`src/rtl/enigma_pkg.sv`:
```
// Shared constants, types and mod-26 helpers for the Enigma rotor stage.
package enigma_pkg;

    localparam int unsigned ALPHA    = 26;
    localparam int unsigned IDX_W    = 5;
    localparam int unsigned TABLE_W  = ALPHA * IDX_W;
    localparam logic [7:0]  ASCII_UA = 8'h41;
    localparam logic [7:0]  ASCII_LA = 8'h61;

    typedef logic [IDX_W-1:0]   letter_idx_t;
    typedef logic [TABLE_W-1:0] wiring_t;

    // Operands are expected in 0..25; the sum stays within 6 bits.
    function automatic letter_idx_t mod26_add(input letter_idx_t a, input letter_idx_t b);
        logic [5:0] s;
        s = {1'b0, a} + {1'b0, b};
        if (s >= 6'd26) begin
            s = s - 6'd26;
        end
        return s[IDX_W-1:0];
    endfunction

    // Bias by 26 before subtracting so the result never goes negative.
    function automatic letter_idx_t mod26_sub(input letter_idx_t a, input letter_idx_t b);
        logic [5:0] s;
        s = {1'b0, a} + 6'd26 - {1'b0, b};
        if (s >= 6'd26) begin
            s = s - 6'd26;
        end
        return s[IDX_W-1:0];
    endfunction

    function automatic logic is_upper(input logic [7:0] c);
        return (c >= ASCII_UA) && (c <= 8'h5a);
    endfunction

    function automatic logic is_lower(input logic [7:0] c);
        return (c >= ASCII_LA) && (c <= 8'h7a);
    endfunction

    // Non-letters map to 0; callers gate on is_upper/is_lower.
    function automatic letter_idx_t char_to_idx(input logic [7:0] c);
        logic [7:0] d;
        d = 8'h00;
        if (is_upper(c)) begin
            d = c - ASCII_UA;
        end else if (is_lower(c)) begin
            d = c - ASCII_LA;
        end
        return d[IDX_W-1:0];
    endfunction

    function automatic logic [7:0] idx_to_char(input letter_idx_t idx, input logic lower);
        return (lower ? ASCII_LA : ASCII_UA) + {3'b000, idx};
    endfunction

    // Packs a 26-letter wiring string; leftmost letter becomes entry 0 in the LSBs.
    function automatic wiring_t pack_wiring(input logic [8*ALPHA-1:0] s);
        wiring_t    t;
        logic [7:0] c;
        logic [7:0] d;
        t = '0;
        for (int i = 0; i < ALPHA; i++) begin
            c = s[8*(ALPHA-1-i) +: 8];
            d = c - ASCII_UA;
            t[IDX_W*i +: IDX_W] = d[IDX_W-1:0];
        end
        return t;
    endfunction

    function automatic logic is_perm(input wiring_t t);
        logic [ALPHA-1:0] seen;
        logic             ok;
        letter_idx_t      e;
        seen = '0;
        ok   = 1'b1;
        for (int i = 0; i < ALPHA; i++) begin
            e = t[IDX_W*i +: IDX_W];
            if (e >= letter_idx_t'(ALPHA)) begin
                ok = 1'b0;
            end else begin
                seen[e] = 1'b1;
            end
        end
        return ok && (&seen);
    endfunction

    function automatic wiring_t invert_wiring(input wiring_t t);
        wiring_t     inv;
        letter_idx_t e;
        inv = '0;
        for (int i = 0; i < ALPHA; i++) begin
            e = t[IDX_W*i +: IDX_W];
            if (e < letter_idx_t'(ALPHA)) begin
                inv[IDX_W*e +: IDX_W] = letter_idx_t'(i);
            end
        end
        return inv;
    endfunction

    localparam wiring_t DEFAULT_WIRING = pack_wiring("AJDKSIRUXBLHWTMCQGZNPYFVOE");

endpackage

```
`src/rtl/enigma_rotor_stage_if.sv`:
```
// Character, stepping and status signals of one rotor stage.
interface enigma_rotor_stage_if;
    import enigma_pkg::*;

    logic        step_in;
    logic        load;
    logic [4:0]  load_pos;
    logic        in_valid;
    logic [7:0]  in_char;
    logic        dir;
    logic        out_valid;
    logic [7:0]  out_char;
    logic        carry_out;
    letter_idx_t position;

    modport master (
        output step_in, load, load_pos, in_valid, in_char, dir,
        input  out_valid, out_char, carry_out, position
    );

    modport slave (
        input  step_in, load, load_pos, in_valid, in_char, dir,
        output out_valid, out_char, carry_out, position
    );

endinterface

```
`src/rtl/enigma_rotor_stage_rotor_map.sv`:
```
// Combinational wheel map: offset by position and ring, substitute, undo offset.
module rotor_map
    import enigma_pkg::*;
#(
    parameter letter_idx_t RING  = '0,
    parameter wiring_t     TABLE = DEFAULT_WIRING
) (
    input  letter_idx_t idx,
    input  letter_idx_t pos,
    output letter_idx_t result
);

    letter_idx_t tbl [ALPHA];
    letter_idx_t contact;
    letter_idx_t wired;

    for (genvar g = 0; g < ALPHA; g++) begin : g_tbl
        assign tbl[g] = TABLE[g*IDX_W +: IDX_W];
    end

    // Entry contact, wire lookup, then exit contact back in the fixed frame.
    always_comb begin
        contact = mod26_sub(mod26_add(idx, pos), RING);
        wired   = tbl[contact];
        result  = mod26_add(mod26_sub(wired, pos), RING);
    end

endmodule

```
`src/rtl/enigma_rotor_stage.sv`:
```
// One Enigma wheel: position register, ring offset, notch carry, registered output.
// Optional reverse path selected by dir when ENIGMA_ROTOR_REVERSE_EN is defined.
module enigma_rotor_stage
    import enigma_pkg::*;
#(
    parameter wiring_t     WIRING = DEFAULT_WIRING,
    parameter int unsigned NOTCH  = 4,
    parameter int unsigned RING   = 0
) (
    input logic                 signal,
    input logic                 rst,
    enigma_rotor_stage_if.slave bus
);

    localparam letter_idx_t NOTCH_IDX = letter_idx_t'(NOTCH);
    localparam letter_idx_t RING_IDX  = letter_idx_t'(RING);

    if (!is_perm(WIRING)) begin : g_bad_wiring
        $error("enigma_rotor_stage: WIRING is not a permutation of 0..25");
    end
    if (NOTCH >= ALPHA || RING >= ALPHA) begin : g_bad_param
        $error("enigma_rotor_stage: NOTCH and RING must be in 0..25");
    end

    letter_idx_t pos_q, pos_d;
    logic        carry_q, carry_d;
    logic        out_valid_q;
    logic [7:0]  out_char_q, out_char_d;

    letter_idx_t load_red;
    letter_idx_t pos_inc;
    letter_idx_t in_idx;
    logic        in_upper;
    logic        in_lower;
    letter_idx_t fwd_idx;
    letter_idx_t map_idx;

    // Next position: load beats step; load_pos of 26..31 folds back into range.
    always_comb begin
        load_red = (bus.load_pos >= 5'd26) ? bus.load_pos - 5'd26 : bus.load_pos;
        pos_inc  = (pos_q == 5'd25) ? 5'd0 : pos_q + 5'd1;
        pos_d    = pos_q;
        if (bus.load) begin
            pos_d = load_red;
        end else if (bus.step_in) begin
            pos_d = pos_inc;
        end
        carry_d = bus.step_in && !bus.load && (pos_q == NOTCH_IDX);
    end

    assign in_upper = is_upper(bus.in_char);
    assign in_lower = is_lower(bus.in_char);
    assign in_idx   = char_to_idx(bus.in_char);

    // Encoding uses pos_d so a same-cycle step applies before the character.
    rotor_map #(
        .RING  (RING_IDX),
        .TABLE (WIRING)
    ) u_fwd (
        .idx    (in_idx),
        .pos    (pos_d),
        .result (fwd_idx)
    );

`ifdef ENIGMA_ROTOR_REVERSE_EN
    letter_idx_t rev_idx;

    rotor_map #(
        .RING  (RING_IDX),
        .TABLE (invert_wiring(WIRING))
    ) u_rev (
        .idx    (in_idx),
        .pos    (pos_d),
        .result (rev_idx)
    );

    assign map_idx = bus.dir ? rev_idx : fwd_idx;
`else
    logic unused_dir;

    assign unused_dir = bus.dir;
    assign map_idx    = fwd_idx;
`endif

    // Letters are substituted with case preserved; everything else passes through.
    always_comb begin
        out_char_d = out_char_q;
        if (bus.in_valid) begin
            if (in_upper || in_lower) begin
                out_char_d = idx_to_char(map_idx, in_lower);
            end else begin
                out_char_d = bus.in_char;
            end
        end
    end

    // State and output registers; reset discards any character sampled with it.
    always_ff @(posedge signal) begin
        if (rst) begin
            pos_q       <= '0;
            carry_q     <= 1'b0;
            out_valid_q <= 1'b0;
            out_char_q  <= 8'h00;
        end else begin
            pos_q       <= pos_d;
            carry_q     <= carry_d;
            out_valid_q <= bus.in_valid;
            out_char_q  <= out_char_d;
        end
    end

    assign bus.out_valid = out_valid_q;
    assign bus.out_char  = out_char_q;
    assign bus.carry_out = carry_q;
    assign bus.position  = pos_q;

endmodule
```
`src/flat_wrapper.sv`:
```
// flat-port wrapper written by rule: the top's interface ports become plain ports
module enigma_rotor_stage_flat import enigma_pkg::*;
#(
    parameter wiring_t     WIRING = DEFAULT_WIRING,
    parameter int unsigned NOTCH  = 4,
    parameter int unsigned RING   = 0
)
  (signal, rst, bus_step_in, bus_load, bus_load_pos, bus_in_valid, bus_in_char, bus_dir, bus_out_valid, bus_out_char, bus_carry_out, bus_position);
  enigma_rotor_stage_if bus_i ();
  input logic signal;
  input logic rst;
  input wire logic [$bits(bus_i.step_in)-1:0] bus_step_in;
  input wire logic [$bits(bus_i.load)-1:0] bus_load;
  input wire logic [$bits(bus_i.load_pos)-1:0] bus_load_pos;
  input wire logic [$bits(bus_i.in_valid)-1:0] bus_in_valid;
  input wire logic [$bits(bus_i.in_char)-1:0] bus_in_char;
  input wire logic [$bits(bus_i.dir)-1:0] bus_dir;
  output wire logic [$bits(bus_i.out_valid)-1:0] bus_out_valid;
  output wire logic [$bits(bus_i.out_char)-1:0] bus_out_char;
  output wire logic [$bits(bus_i.carry_out)-1:0] bus_carry_out;
  output wire logic [$bits(bus_i.position)-1:0] bus_position;
  assign bus_i.step_in = bus_step_in;
  assign bus_i.load = bus_load;
  assign bus_i.load_pos = bus_load_pos;
  assign bus_i.in_valid = bus_in_valid;
  assign bus_i.in_char = bus_in_char;
  assign bus_i.dir = bus_dir;
  assign bus_out_valid = bus_i.out_valid;
  assign bus_out_char = bus_i.out_char;
  assign bus_carry_out = bus_i.carry_out;
  assign bus_position = bus_i.position;
  enigma_rotor_stage #(.WIRING(WIRING), .NOTCH(NOTCH), .RING(RING)) u_core (.signal(signal), .rst(rst), .bus(bus_i));
endmodule
```
`config.mk`:
```
export PLATFORM = sky130hd
export DESIGN_NAME = enigma_rotor_stage_flat
export DESIGN_NICKNAME = d
export VERILOG_FILES = /design/src/rtl/enigma_pkg.sv /design/src/rtl/enigma_rotor_stage_if.sv /design/src/rtl/enigma_rotor_stage_rotor_map.sv /design/src/rtl/enigma_rotor_stage.sv /design/src/flat_wrapper.sv
export SDC_FILE = /design/constraint.sdc
export NUM_CORES = 1
export LEC_CHECK = 0
export ABC_AREA = 1
export CORE_MARGIN = 5
export CORE_UTILIZATION = 50
export DETAILED_ROUTE_END_ITERATION = 6
export PLACE_DENSITY = 0.77
export SYNTH_ARGS = -nofsm -noshare
export SYNTH_HDL_FRONTEND = slang
export SYNTH_SLANG_ARGS = --single-unit
```
`constraint.sdc`:
```
create_clock -name signal -period 11.2 [get_ports signal]
set_input_delay 3.36 -clock signal [delete_from_list [all_inputs] [get_ports signal]]
set_output_delay 3.36 -clock signal [all_outputs]
set_load 0.02 [all_outputs]
```
; ---- Yosys cells after proc, flatten, opt, wreduce, memory -nomap -nowiden
; Memory sizes are Yosys's and may differ from the RTL's.
; Index checks and enable logic that the tools add are counted.
[word_totals]
romBits = 160
memories = 1
out_inout_bits = 15
elab_cells = 51
inputBits = 19
reg_bits = 15
[mem_list]
columns = memory, depth, width, rd, rd_clocked_by_memory_dff, write_ports, line_no
row1 = (name not given), 32, 5, 1, 0, 0, enigma_rotor_stage_rotor_map.sv:24  ; wired = tbl[contact];
[op_classes]
mux = 14
n_reduce_logical = 6
n_addsub = 13
eq_ne = 2
order_cmp = 10
bitwise = 1
[ops]
columns = op, count
row1 = 2-to-1 mux 5 bit, 12
row2 = "subtractor 5 bit, second input constant", 5
row3 = "greater-or-equal comparator 6 x 5 -> 1 bit, second input constant", 3
row4 = "greater-or-equal comparator 8 x 7 -> 1 bit, second input constant", 2
row5 = "less-or-equal comparator 8 x 7 -> 1 bit, second input constant", 2
row6 = "adder 5 x 5 -> 6 bit, second input constant", 2
row7 = "greater-or-equal comparator 5 bit, second input constant", 2
row8 = "subtractor 5 x 1 -> 5 bit, second input constant", 2
row9 = adder 8 x 5 -> 8 bit, 1
row10 = 2-to-1 mux 8 bit, 1
row11 = adder 5 x 5 -> 6 bit, 1
row12 = "greater-or-equal comparator 6 bit, second input constant", 1
row13 = 2-to-1 mux 6 bit, 1
row14 = inverter 5 -> 6 bit, 1
row15 = subtractor 6 x 5 -> 6 bit, 1
row16 = "adder 5 x 1 -> 5 bit, second input constant", 1
row17 = "== test 5 x 3 -> 1 bit, second input constant", 1
row18 = "== test 5 bit, second input constant", 1
row19 = logical AND 1 bit, 4
row20 = logical NOT 1 bit, 1
row21 = logical OR 1 bit, 1

; ---- Logic depth before layout (Yosys ltp)
[logic_depth]
ltp_word = 22
ltp_mapped = 58
ltp_nobuf = 58

; ---- Modules after synthesis
; A second synthesis with hierarchy kept.
[hier_totals]
hier_cells = 375
area_unflattened_um2 = 2483.6
[modules_own_cells]
columns = module, seq_area_each_um2, instances, cells_each, area_each_um2
row1 = rotor_map, 0.0, 1, 200, 1316.3
row2 = enigma_rotor_stage, 300.3, 1, 175, 1167.4

; ---- Worst setup path after synthesis
; OpenSTA, ideal clock, no wires.
[synth_path]
path_kind = in2reg
from = input port bus_in_char[1]
to = register u_core.out_char_q[2], in the netlist u_core.bus.out_char[2]
stages = 54
setup_ns = 0.132
n_path_buf = 0
arrival_ns = 9.538
path_slack_ns = 1.530
t_required_ns = 11.068
cell_sequence = inv_1 > ha_1 > nand2_1 > or3_1 > o2111ai_1 > nand2_1 > inv_1 > nor2_1 > ha_1 > fa_1 > nand2_1 > inv_2 > nor2_2 > inv_1 > nand2_1 > nand3_4 > nand3_1 > nand2_4 > (+18 left out) > inv_1 > nor2_1 > nor2_2 > nand3_2 > nand2_1 > nand2_1 > nand2_1 > inv_1 > ha_1 > nand2_1 > nand3_1 > nand3_1 > nand2_1 > ha_1 > nand3_1 > nand3_1 > o211ai_1 > a21oi_1
[synth_via]
elab_chain_len = 22
word_cells_on_any_way = 33
cone_classes = 11 x add/sub / 8 x order compare / 9 x mux / 1 x bitwise / 3 x reduce/logical / 1 x memory
[synth_rtl]
columns = item, line_no
row1 = "start, declared", flat_wrapper.sv:16  ; input wire logic [$bits(bus_i.in_char)-1:0] bus_in_char;
row2 = greater-or-equal comparator 8 x 7 -> 1 bit / less-or-equal comparator 8 x 7 -> 1 bit (equally long branches), enigma_pkg.sv:38  ; return (c >= ASCII_LA) && (c <= 8'h7a);
row3 = logical AND 1 bit, enigma_pkg.sv:38
row4 = 2-to-1 mux 5 bit, enigma_pkg.sv:47  ; end else if (is_lower(c)) begin
row5 = 2-to-1 mux 5 bit, enigma_pkg.sv:45  ; if (is_upper(c)) begin
row6 = adder 5 x 5 -> 6 bit, enigma_pkg.sv:16  ; s = {1'b0, a} + {1'b0, b};
row7 = subtractor 5 bit / greater-or-equal comparator 6 x 5 -> 1 bit (equally long branches), "enigma_pkg.sv:18, enigma_pkg.sv:17"
row8 = 2-to-1 mux 5 bit, enigma_pkg.sv:17  ; if (s >= 6'd26) begin
row9 = adder 5 x 5 -> 6 bit, enigma_pkg.sv:26  ; s = {1'b0, a} + 6'd26 - {1'b0, b};
row10 = (+6 left out), --
row11 = adder 5 x 5 -> 6 bit, enigma_pkg.sv:26
row12 = subtractor 6 x 5 -> 6 bit, enigma_pkg.sv:26
row13 = subtractor 5 bit / greater-or-equal comparator 6 x 5 -> 1 bit (equally long branches), "enigma_pkg.sv:28, enigma_pkg.sv:27"
row14 = 2-to-1 mux 5 bit, enigma_pkg.sv:27  ; if (s >= 6'd26) begin
row15 = subtractor 5 bit / greater-or-equal comparator 5 bit (equally long branches), "enigma_pkg.sv:18, enigma_pkg.sv:17"
row16 = 2-to-1 mux 5 bit, enigma_pkg.sv:17
row17 = adder 8 x 5 -> 8 bit, enigma_pkg.sv:54  ; return (lower ? ASCII_LA : ASCII_UA) + {3'b000, idx};
row18 = 2-to-1 mux 8 bit (*), enigma_rotor_stage.sv:89  ; if (in_upper || in_lower) begin
row19 = "end signal, assigned", enigma_rotor_stage.sv:108  ; out_char_q <= out_char_d;
row20 = "end, declared", enigma_rotor_stage.sv:28  ; logic [7:0] out_char_q, out_char_d;
; Mark *: on every way between the ends. The rest lies on a longest branch, timed or not. The select of a mux whose other input is x is not followed.
; A chain may end at the register's enable or synchronous reset.

; ---- Worst setup path in the final report
[layout_path]
from = input port bus_in_char[0]
to = register u_core.out_char_q[6], in the netlist u_core.bus.out_char[6]
; The elaborated chain is that of the path after synthesis.

==> parameters.txt <==
Parameter                              Value

Logic synthesis
  Post-synthesis cell type count ... 35
  Post-synth EDFFs ... 0
  Primary FF master, synth ... sky130_fd_sc_hd__dfxtp_1
  Largest family of logic cells by synthesized area ... simple AND/OR/NAND/NOR gates
  Xor and xnor fraction of the mapped netlist area ... 0.0341
  Multiplexer area fraction after synthesis ... 0
  Synthesized area per cell ... 6.15 µm²
  FFs w/ async S/R, synth ... 0
  Total number of yosys warnings ... 0
  Nets in the synthesized netlist ... 429
  Adder-cell share of the synthesized area ... 0.190
  Simple-gate portion of the synthesized area ... 0.435
  Cell area after synthesis ... 0.00231 mm²
  Share of synthesized area occupied by flip-flops and latches ... 0.130
  Number of instances in the synthesized netlist ... 376
  Compound-cell area share of the yosys netlist ... 0.101
  Flip-flop and latch count after synthesis ... 15

Timing
  Number of slew-limit violations in the final report ... 0
  Max-slew headroom ... 0.665
  Actual slew at the worst max-slew pin ... 0.500 ns
  Clock Skew ... 0.00526 ns
  Final setup vio count ... 0
  Maximum clock rate ... 0.0951 GHz
  Final hold vios ... 0
  Period utilization ... 0.939
  Final critical delay including setup and external delays ... 10.52 ns

Job
  Count of max-cap constraint violations ... 0

Place
  Final weighted congestion in routability-driven placement ... 0.859
  Port Buffers ... 32
  Sum of net half-perimeters after detailed placement ... 4.25 mm
  Placed cells ... 458

Route
  Residual antenna-violating net count after detailed routing ... 0
  Number of iterations in the first detailed-routing pass ... 5
  Routed wire length ... 4.99 mm
  Average wire per cell in the routed design ... 10.8 µm
  Iteration-0 DRC Markers ... 60
  Post-route DRC ... 0
  Via total after detailed routing ... 2390
  Detailed-route vias per instance ... 5.16

Global route
  Initial antenna violation count ... 0
  Global-route usage over all layers ... 0.164
  Wire length of the first global-routing pass ... 8.75 mm
  Aggregate global routing overflow ... 0
  Largest net degree at the start of global routing ... 15
  Vias in the first global route ... 2194

Worst setup path
  Cell occurring most often along the worst timing path ... sky130_fd_sc_hd__nand2_1
  CP delay by family, top ... simple AND/OR/NAND/NOR gates
  Critical Path Start Type ... primary input
  Largest fanout on the critical path ... 10
  Delay of the slowest cell on the worst path ... 0.49 ns
  Worst-path cell with the longest stage delay ... sky130_fd_sc_hd__clkdlybuf4s50_1
  Endpoint required time on the critical path ... 11.32 ns
  Endpoint kind of the worst setup timing path ... flop
  Data arrival time of the critical path ... 10.64 ns
  Class of the most critical setup path ... in2reg
  Bufs and invs on worst path ... 10

Clock tree
  Post-CTS clock slew at the launch and capture registers of the worst setup and hold paths ... 0.06 ns
  Clock latency on the worst-skew pair ... 0.25 ns
  Clock tree root buffer cell ... sky130_fd_sc_hd__clkbuf_8
  Cts-stage hold buffer count ... 0
  CTS tree ... yes
  TritonCTS buffer count ... 3
  Maximum level of the CTS H-tree ... 1
  Clock tree buffer depth ... 2
  Clock sink count ... 15

Final layout
  Post-route non-filler standard cell count ... 463
  Post-route core utilization ... 0.622
  Share of final-layout standard cells stronger than drive strength 1 ... 0.0900
  Layout filler cell count ... 427
  Final-stage net count ... 465
  Diode count ... 0
  Layout Area Growth over Synthesis ... 18.8%

Die
  Std-Cell Core Area ... 0.00441 mm²
  Die Span Y ... 78.0 µm
  Total Die Area ... 0.00608 mm²
  Placement row count ... 24
  Die span in x ... 78.0 µm
  Num ports ... 34
  Initial core utilization ... 0.524

Status
  Outcome ... finished, final reports clean

Hold path
  Worst hold path type ... reg2reg
-- synthesized netlist by cell type (all sizes together) (3+ instances only) --
cell / n / area (µm²)
xor2: 7 / 61.3
dfxtp: 15 / 300
inv: 64 / 243
nand2: 114 / 505
nand4: 4 / 25.0
a21oi: 24 / 120
or2: 3 / 18.8
nand3: 43 / 243
nor2: 34 / 133
o211ai: 3 / 22.5
nor4: 3 / 18.8
nand3b: 5 / 45.0
o21ai: 9 / 45.0
ha: 32 / 400
-- layout make-up --
type	count	area, µm²	share of cell area
multi-input cells	294	1760	0.641
repair buffers	33	328	0.119
flip-flops and latches	15	300	0.109
inverters	65	246	0.0897
well taps	52	65.1	0.0237
clock buffers	3	41.3	0.0150
clock inverters	1	5.00	0.00182
-- layer usage --
metal / track usage / routed length [µm] / vias up
met4: 0.0338 / 62 / 0
met5: 0 / 0 / -
li1: - / - / 1282
met3: 0.0150 / 154 / 7
met1: 0.195 / 2320 / 1069
met2: 0.315 / 2460 / 32
-- flip-flops by register name, indices dropped and copies added (netlist names) --
register,count
u_core.bus.carry_out,1
u_core.bus.out_char,8
u_core.bus.out_valid,1
u_core.bus.position,5
-- worst reg2reg max path: cells and delay by family, from the launching register on --
| family | cells | cell delay, ns |
|---|---|---|
| and+or+nand+nor | 27 | 2.53 |
| adders and majority gates | 8 | 2.31 |
| buffers and inverters | 10 | 0.86 |
| AOI/OAI and AO/OA | 4 | 0.71 |
| DFF | 1 | 0.41 |
-- logic make-up after synthesis --
| logic type | Yosys count |
|---|---|
| and+or+nand+nor | 209 |
| buffers and inverters | 67 |
| AOI/OAI and AO/OA | 42 |
| adders and majority gates | 34 |
| DFF | 15 |
| xor gates and xnor gates | 9 |
-- worst paths after layout --
path                                                           from  slack, ns  depth (start not counted)                                   to
worst max register to register    u_core.bus.position[0]$_SDFF_PP0_       4.27                         49  u_core.bus.out_char[6]$_SDFFE_PP0P_
worst min-delay path            u_core.bus.out_char[5]$_SDFFE_PP0P_       0.46                          2  u_core.bus.out_char[5]$_SDFFE_PP0P_
worst min register to register  u_core.bus.out_char[5]$_SDFFE_PP0P_       0.46                          2  u_core.bus.out_char[5]$_SDFFE_PP0P_
worst max-delay path                                 bus_in_char[0]       0.68                         53  u_core.bus.out_char[6]$_SDFFE_PP0P_
-- cell usage in the layout, fill, tap and decap left out --
master                             n
sky130_fd_sc_hd__nand3_2           3
sky130_fd_sc_hd__or3_1             1
sky130_fd_sc_hd__clkbuf_8          3
sky130_fd_sc_hd__clkdlybuf4s50_1  32
sky130_fd_sc_hd__xnor2_1           2
sky130_fd_sc_hd__a31oi_1           1
sky130_fd_sc_hd__nor3_1            2
sky130_fd_sc_hd__o2111ai_1         1
sky130_fd_sc_hd__clkinv_2          1
sky130_fd_sc_hd__nor2_2            2
sky130_fd_sc_hd__a32oi_1           1
sky130_fd_sc_hd__inv_4             1
sky130_fd_sc_hd__o211ai_1          3
sky130_fd_sc_hd__a211oi_1          1
sky130_fd_sc_hd__fa_1              2
sky130_fd_sc_hd__clkinv_1          1
sky130_fd_sc_hd__nand2_2          11
sky130_fd_sc_hd__or2_0             1
sky130_fd_sc_hd__nand3b_2          2
sky130_fd_sc_hd__nand2_1          96
sky130_fd_sc_hd__ha_1             32
sky130_fd_sc_hd__xor2_1            7
sky130_fd_sc_hd__inv_1            58
sky130_fd_sc_hd__a21oi_1          24
sky130_fd_sc_hd__o21ai_0           9
sky130_fd_sc_hd__nand3_4           1
sky130_fd_sc_hd__nand3_1          39
sky130_fd_sc_hd__nand2_4           7
sky130_fd_sc_hd__buf_4             1
sky130_fd_sc_hd__nor4_1            3
sky130_fd_sc_hd__a22oi_1           1
sky130_fd_sc_hd__or2_1             2
sky130_fd_sc_hd__nand4_1           4
sky130_fd_sc_hd__nor2_1           32
sky130_fd_sc_hd__nand3b_1          3
sky130_fd_sc_hd__inv_2             5
sky130_fd_sc_hd__dfxtp_1          15
sky130_fd_sc_hd__o21a_1            1
-- metrics by stage --
stage | hold WS [ns] | setup WS [ns] | setup TNS, ns | cell area, µm²
finish | 0.460 | 0.681 | 0 | 2750
CTS | 0.465 | 0.454 | 0 | 2740
global placement | 0.452 | 0.342 | 0 | 2690
floorplan | 0.535 | 1.53 | 0 | 2310
detailed placement | 0.455 | 0.182 | 0 | 2690
global route | 0.497 | -0.000165 | -0.000165 | 2750
-- what timing repair did --
item / CTS / global route
hold endpoints to repair: 0 / 0
setup buffers: 0 / 1
resized for setup: 0 / 2
setup endpoints to repair: 0 / 5
Power is left out: the tool's default activity adds up to more than one toggle a clock period on the data nets, which glitch-free logic cannot reach.
